===== src/rtl/load_request_sequencer_if.sv =====
// load_request_sequencer_if: request, memory and writeback/exception signals of the load sequencer
interface load_request_sequencer_if;
  logic        req_valid;
  logic        req_ready;
  logic [31:0] req_base;
  logic [11:0] req_imm;
  logic [2:0]  req_funct3;
  logic [4:0]  req_rd;
  logic        mem_start;
  logic [31:0] mem_address;
  logic [2:0]  mem_mode;
  logic        mem_done;
  logic [31:0] mem_read_data;
  logic        wb_enable;
  logic [4:0]  wb_rd;
  logic [31:0] wb_data;
  logic        busy;
  logic        exc_valid;
  logic [1:0]  exc_cause;
  logic [31:0] exc_address;
  modport master (
    output req_valid, req_base, req_imm, req_funct3, req_rd, mem_done, mem_read_data,
    input  req_ready, mem_start, mem_address, mem_mode, wb_enable, wb_rd, wb_data,
           busy, exc_valid, exc_cause, exc_address
  );
  modport slave (
    input  req_valid, req_base, req_imm, req_funct3, req_rd, mem_done, mem_read_data,
    output req_ready, mem_start, mem_address, mem_mode, wb_enable, wb_rd, wb_data,
           busy, exc_valid, exc_cause, exc_address
  );
endinterface


===== src/rtl/load_request_sequencer.sv =====
// load_request_sequencer: checks and issues one load, waits for memory with timeout, writes back extended data
module load_request_sequencer #(
  parameter int TIMEOUT      = 32,
  parameter int FLUSH_CYCLES = 8
) (
  input logic clk,
  input logic reset,
  load_request_sequencer_if.slave bus
);
  localparam int TW = $clog2(TIMEOUT);
  localparam int FW = $clog2(FLUSH_CYCLES + 1);
  typedef enum logic [2:0] {FLUSH, IDLE, ISSUE, WAIT, WB, EXC} state_t;
  state_t state, state_next;
  logic [FW-1:0] flush_cnt;
  logic [TW-1:0] wait_cnt;
  logic [31:0] ea, ea_q, read_ext, wb_data_q, exc_address_q;
  logic [2:0] mode_q;
  logic [4:0] rd_q;
  logic [1:0] exc_cause_q;
  logic done_prev, accept, illegal, misaligned, complete, timed_out;
  assign ea = bus.req_base + {{20{bus.req_imm[11]}}, bus.req_imm};
  // request decode, done edge detect and load-result extension
  always_comb begin
    accept     = bus.req_valid && state == IDLE;
    illegal    = bus.req_funct3 inside {3'b011, 3'b110, 3'b111};
    misaligned = (bus.req_funct3[1:0] == 2'b01 && ea[0]) || (bus.req_funct3 == 3'b010 && ea[1:0] != 2'b00);
    complete   = bus.mem_done && !done_prev;
    timed_out  = !complete && wait_cnt == TW'(TIMEOUT - 1);
    read_ext   = mode_q[1:0] == 2'b00 ? {{24{~mode_q[2] & bus.mem_read_data[7]}}, bus.mem_read_data[7:0]} :
                 mode_q[1:0] == 2'b01 ? {{16{~mode_q[2] & bus.mem_read_data[15]}}, bus.mem_read_data[15:0]} :
                 bus.mem_read_data;
  end
  // state register; reset always lands in FLUSH so an aborted transfer can drain
  always_ff @(posedge clk)
    state <= reset ? FLUSH : state_next;
  // next-state logic
  always_comb begin
    state_next = state;
    case (state)
      FLUSH:   state_next = flush_cnt == '0 ? IDLE : FLUSH;
      IDLE:    state_next = !accept ? IDLE : (illegal || misaligned) ? EXC : ISSUE;
      ISSUE:   state_next = WAIT;
      WAIT:    state_next = complete ? WB : timed_out ? EXC : WAIT;
      WB:      state_next = IDLE;
      EXC:     state_next = IDLE;
      default: state_next = FLUSH;
    endcase
  end
  // counters, latched request and held result/exception registers
  always_ff @(posedge clk) begin
    if (reset) begin
      flush_cnt     <= FW'(FLUSH_CYCLES);
      wait_cnt      <= '0;
      done_prev     <= 1'b0;
      ea_q          <= '0;
      mode_q        <= '0;
      rd_q          <= '0;
      wb_data_q     <= '0;
      exc_cause_q   <= '0;
      exc_address_q <= '0;
    end else begin
      flush_cnt <= (state == FLUSH && flush_cnt != '0) ? flush_cnt - 1'b1 : flush_cnt;
      wait_cnt  <= state == WAIT ? wait_cnt + 1'b1 : '0;
      done_prev <= state == WAIT && bus.mem_done;
      if (accept) begin
        ea_q   <= ea;
        mode_q <= bus.req_funct3;
        rd_q   <= bus.req_rd;
      end
      if (accept && (illegal || misaligned)) begin
        exc_cause_q   <= illegal ? 2'b10 : 2'b01;
        exc_address_q <= ea;
      end
      if (state == WAIT && timed_out) begin
        exc_cause_q   <= 2'b11;
        exc_address_q <= ea_q;
      end
      if (state == WAIT && complete && rd_q != '0)
        wb_data_q <= read_ext;
    end
  end
  // outputs decoded from the state register and held data registers
  always_comb begin
    bus.req_ready   = state == IDLE;
    bus.busy        = state != IDLE;
    bus.mem_start   = state == ISSUE;
    bus.mem_address = ea_q;
    bus.mem_mode    = mode_q;
    bus.wb_enable   = state == WB && rd_q != '0;
    bus.wb_rd       = rd_q;
    bus.wb_data     = wb_data_q;
    bus.exc_valid   = state == EXC;
    bus.exc_cause   = exc_cause_q;
    bus.exc_address = exc_address_q;
  end
endmodule

===== src/flat_wrapper.sv =====
// flat-port wrapper written by rule: the top's interface ports become plain ports
module load_request_sequencer_flat 
#(
  parameter int TIMEOUT      = 32,
  parameter int FLUSH_CYCLES = 8
)
  (clk, reset, bus_req_valid, bus_req_base, bus_req_imm, bus_req_funct3, bus_req_rd, bus_mem_done, bus_mem_read_data, bus_req_ready, bus_mem_start, bus_mem_address, bus_mem_mode, bus_wb_enable, bus_wb_rd, bus_wb_data, bus_busy, bus_exc_valid, bus_exc_cause, bus_exc_address);
  load_request_sequencer_if bus_i ();
  input logic clk;
  input logic reset;
  input wire logic [$bits(bus_i.req_valid)-1:0] bus_req_valid;
  input wire logic [$bits(bus_i.req_base)-1:0] bus_req_base;
  input wire logic [$bits(bus_i.req_imm)-1:0] bus_req_imm;
  input wire logic [$bits(bus_i.req_funct3)-1:0] bus_req_funct3;
  input wire logic [$bits(bus_i.req_rd)-1:0] bus_req_rd;
  input wire logic [$bits(bus_i.mem_done)-1:0] bus_mem_done;
  input wire logic [$bits(bus_i.mem_read_data)-1:0] bus_mem_read_data;
  output wire logic [$bits(bus_i.req_ready)-1:0] bus_req_ready;
  output wire logic [$bits(bus_i.mem_start)-1:0] bus_mem_start;
  output wire logic [$bits(bus_i.mem_address)-1:0] bus_mem_address;
  output wire logic [$bits(bus_i.mem_mode)-1:0] bus_mem_mode;
  output wire logic [$bits(bus_i.wb_enable)-1:0] bus_wb_enable;
  output wire logic [$bits(bus_i.wb_rd)-1:0] bus_wb_rd;
  output wire logic [$bits(bus_i.wb_data)-1:0] bus_wb_data;
  output wire logic [$bits(bus_i.busy)-1:0] bus_busy;
  output wire logic [$bits(bus_i.exc_valid)-1:0] bus_exc_valid;
  output wire logic [$bits(bus_i.exc_cause)-1:0] bus_exc_cause;
  output wire logic [$bits(bus_i.exc_address)-1:0] bus_exc_address;
  assign bus_i.req_valid = bus_req_valid;
  assign bus_i.req_base = bus_req_base;
  assign bus_i.req_imm = bus_req_imm;
  assign bus_i.req_funct3 = bus_req_funct3;
  assign bus_i.req_rd = bus_req_rd;
  assign bus_i.mem_done = bus_mem_done;
  assign bus_i.mem_read_data = bus_mem_read_data;
  assign bus_req_ready = bus_i.req_ready;
  assign bus_mem_start = bus_i.mem_start;
  assign bus_mem_address = bus_i.mem_address;
  assign bus_mem_mode = bus_i.mem_mode;
  assign bus_wb_enable = bus_i.wb_enable;
  assign bus_wb_rd = bus_i.wb_rd;
  assign bus_wb_data = bus_i.wb_data;
  assign bus_busy = bus_i.busy;
  assign bus_exc_valid = bus_i.exc_valid;
  assign bus_exc_cause = bus_i.exc_cause;
  assign bus_exc_address = bus_i.exc_address;
  load_request_sequencer #(.TIMEOUT(TIMEOUT), .FLUSH_CYCLES(FLUSH_CYCLES)) u_core (.clk(clk), .reset(reset), .bus(bus_i));
endmodule

===== config.mk =====
export PLATFORM = sky130hd
export DESIGN_NAME = load_request_sequencer_flat
export DESIGN_NICKNAME = d
export VERILOG_FILES = /design/src/rtl/load_request_sequencer_if.sv /design/src/rtl/load_request_sequencer.sv /design/src/flat_wrapper.sv
export SDC_FILE = /design/constraint.sdc
export NUM_CORES = 1
export LEC_CHECK = 0
export CORE_AREA = 8 8 125 127
export CTS_CLUSTER_SIZE = 12
export DETAILED_ROUTE_END_ITERATION = 16
export DIE_AREA = 0 0 133 135
export PLACE_DENSITY_LB_ADDON = 0.1
export SLEW_MARGIN = 20
export SYNTH_ARGS = -nofsm -noshare
export SYNTH_HDL_FRONTEND = slang
export SYNTH_SLANG_ARGS = --single-unit

===== constraint.sdc =====
create_clock -name clk -period 5.91 [get_ports clk]
set_input_delay 0.591 -clock clk [delete_from_list [all_inputs] [get_ports clk]]
set_output_delay 0.591 -clock clk [all_outputs]
set_load 0.1 [all_outputs]

==> results_dict.tcl <==
set metrics [dict create \
    status "finished clean" \
    cp.required_ns 6.25 \
    drv_cap 0 \
    placed_cell_area_sq_mm 0.00861 \
    finalMaxSlewViolations 0 \
    path_class "in -> reg" \
    fillers 1144 \
    grt_max_degree 50 \
    port_buffers 198 \
    fin_crit_ns 3.50 \
    synth_ff_type "dfxtp_1" \
    worst_path_largest_cell_delay_ns 0.87 \
    hold_buffers 0 \
    grt_overflow_total 0 \
    crit_path_start_kind "input pin" \
    grt_pass1_wl_um 35200 \
    synth_top_area_share_pct 35.9 \
    cts_buffers 17 \
    first_pass_iters 5 \
    cpLargestDelayFamily "compound AO/OA/AOI/OAI gates" \
    synth_cell_types 80 \
    critical_path.most_common_cell "nand2_1" \
    cp_slowest_cell "clkdlybuf4s50_1" \
    die_w_um 133 \
    leakagePower_uw 0.00345 \
    ys_ff_latch 119 \
    fmax_mhz 286 \
    ys_seq_area_share_pct 35.9 \
    post-route-cell-area_sq_mm 0.00929 \
    hold_depth 1 \
    slew_headroom_pct 29.3 \
    core.rowCount 43 \
    crit_buf_inv 1 \
    synth_area_sq_mm 0.00665 \
    setup_viol 0 \
    cts_buffer_depth 2 \
    wl_per_cell_um 18.8 \
    num_io_pins 199 \
    final-hold-violation-count 0 \
    worstSetupEndpointType "flip-flop" \
    syn2layout_area_growth_pct 39.9 \
    drt_iter0_drc 538 \
    crit_chain "clkdlybuf4s50_1, ha_1, a21oi_2, nand2_1, a221oi_1, nand2_1, a21oi_1, o221ai_1, o22ai_1" \
    arrival_ns 3.84 \
    regToRegStartpoint "u_core.state[0]" \
    final_common_cell "clkdlybuf4s50_1" \
    tritoncts "yes" \
    post-place-cells 1158 \
    die_h_um 135 \
    ctsHtreeMaxLevel 4 \
    start_util_pct 48.8 \
    min_to "u_core.wait_cnt[0]" \
    worstHoldStart "u_core.wait_cnt[0]" \
    r2r_end "u_core.bus.exc_address[24]" \
    drive_gt1_share_pct 6.24 \
    synth-edff-count 0 \
    nets 1120 \
    layout_common_cells "clkdlybuf4s50_1 (197), dfxtp_1 (119), a21oi_1 (113), nand2_1 (111), nor2_1 (77)" \
    postRouteAntennaNets 0 \
    cts_resized 0 \
    worstPathMaxFanout 21 \
    rsz0062_at_grt "no" \
    ir_drop_mv 0.242 \
    netlist_instances 828 \
    yosysTopAreaCell "dfxtp_1" \
    dp_hpwl_um 16100 \
    grt_pass1_vias 6724 \
    cellPowerDensity_mw_per_mm2 333 \
    final.period_utilization_pct 59.2 \
    die_area_sq_mm 0.0180 \
    routabilityCongestion 0.995 \
    final_cells 1190 \
    clock-skew-final_ns 0.0132 \
    post-route-drc-count 0 \
    syn_nets 951 \
    synth_area_leaders "dfxtp_1 (36%), a21oi_1 (8.5%), ha_1 (6.4%), nand2_1 (6.3%), nor2_1 (4.3%)" \
    worstSkewPairLatency_ns 0.42 \
    antenna_found_initial 0 \
    viasPerCell 5.78 \
    synth_area_per_cell_sq_um 8.03 \
    fin_util_pct 68.3 \
    via_count 6878 \
    ys_async_sr_fraction_pct 0 \
    yosys_warnings 0 \
    place_ws_ns 2.06 \
    grt.total_usage_pct 24.4 \
    tns_ns 0 \
    clk_pin_slew_ns 0.06 \
    core_sq_mm 0.0136 \
    reg2reg_depth 7 \
    fin_ws_ns 2.41 \
    root_buffer "clkbuf_16" \
    worstMarginPinSlew_ns 1.06 \
    rrSetupSlack_ns 2.77 \
    post_cts_buffers 0 \
    antenna_cells 0 \
    drt_wl_total_um 22400 \
    cts.sinks 119 \
    hold_class "reg -> reg" \
]
## flip-flops by register name, indices dropped and copies added (netlist names), 2 cells and up
| signal | flops |
|---|---|
| u_core.bus.mem_mode | 3 |
| u_core.bus.exc_address | 32 |
| u_core.bus.wb_rd | 5 |
| u_core.bus.exc_cause | 2 |
| u_core.state | 3 |
| u_core.flush_cnt | 4 |
| u_core.bus.wb_data | 32 |
| u_core.bus.mem_address | 32 |
| u_core.wait_cnt | 5 |
## metal layers
metal	global-route usage (%)	up-vias	wire length, um
li1	-	3362	-
met1	29.0	3203	9370
met2	40.5	272	10800
met3	6.46	41	1700
met4	10.7	0	571
met5	0	-	0
## kinds of logic after synthesis
kind of cell | after synthesis | share of synthesized area [%]
flops | 119 | 35.9
fa+ha+maj | 35 | 6.70
simple gates | 293 | 20.8
xor+xnor | 26 | 3.43
buf+inv | 70 | 5.61
mux | 14 | 2.11
compound gates | 271 | 25.5
## cell type report
class | count | area [sq um] | share of cell area (%)
Multi-Input combinational cell | 639 | 3930 | 42.2
Sequential cell | 119 | 2380 | 25.6
Timing Repair Buffer | 206 | 2040 | 21.9
Clock buffer | 19 | 453 | 4.87
Tap cell | 180 | 225 | 2.42
Clock inverter | 13 | 218 | 2.34
Inverter | 14 | 52.6 | 0.565
## cell usage after synthesis, drive strengths merged (3+ instances only)
master	n
nor3b	4
o21a	8
nand3	19
a22o	3
a21oi	114
a21boi	5
dfxtp	119
nor2	77
o22ai	6
and2	8
and3	13
o21bai	3
inv	14
a31oi	6
nand4	17
clkbuf	37
or4	6
o2bb2ai	3
o211ai	10
a311oi	3
ha	34
xnor2	14
a21o	5
nor3	14
or2	3
o21ai	51
a221oi	8
xor2	12
a22oi	17
nor4	7
mux2i	14
o31ai	3
buf	18
nand2	112
a211oi	12
## worst register-to-register path: cells and delay by family (launching register included)
| family | cells | cell delay, ns |
|---|---|---|
| simple gates | 4 | 1.69 |
| compound gates | 2 | 0.33 |
| flops | 1 | 0.52 |
| buf+inv | 1 | 0.45 |
## report_power, final
part	leakage [uW]	total, uW	switching [uW]	internal [uW]
registers	0.000961	922	57.4	864
logic	0.00217	1010	713	297
clock network	0.000321	1170	392	776
## stage by stage
step,hold slack (ns),power [uW]
after floorplan,0.418,1660
after global placement,0.433,1930
after detailed placement,0.438,1930
after CTS,0.454,3100
after global routing,0.464,3220
final,0.450,3100
## worst max path at each step
stage | from | to | slack [ns] | cells past startpoint
after detailed placement | bus_req_imm[11] | u_core.bus.mem_address[31] | 2.06 | 9
after global placement | bus_req_imm[11] | u_core.bus.exc_address[29] | 2.10 | 9
after floorplan | u_core.bus.wb_rd[0] | bus_wb_enable | 0.94 | 3
after global routing | bus_req_imm[11] | u_core.bus.exc_address[31] | 2.11 | 9
final | bus_req_imm[11] | u_core.bus.exc_address[30] | 2.41 | 9
after CTS | bus_req_imm[11] | u_core.bus.exc_address[30] | 2.48 | 9
(Power assumes the default switching activity.)
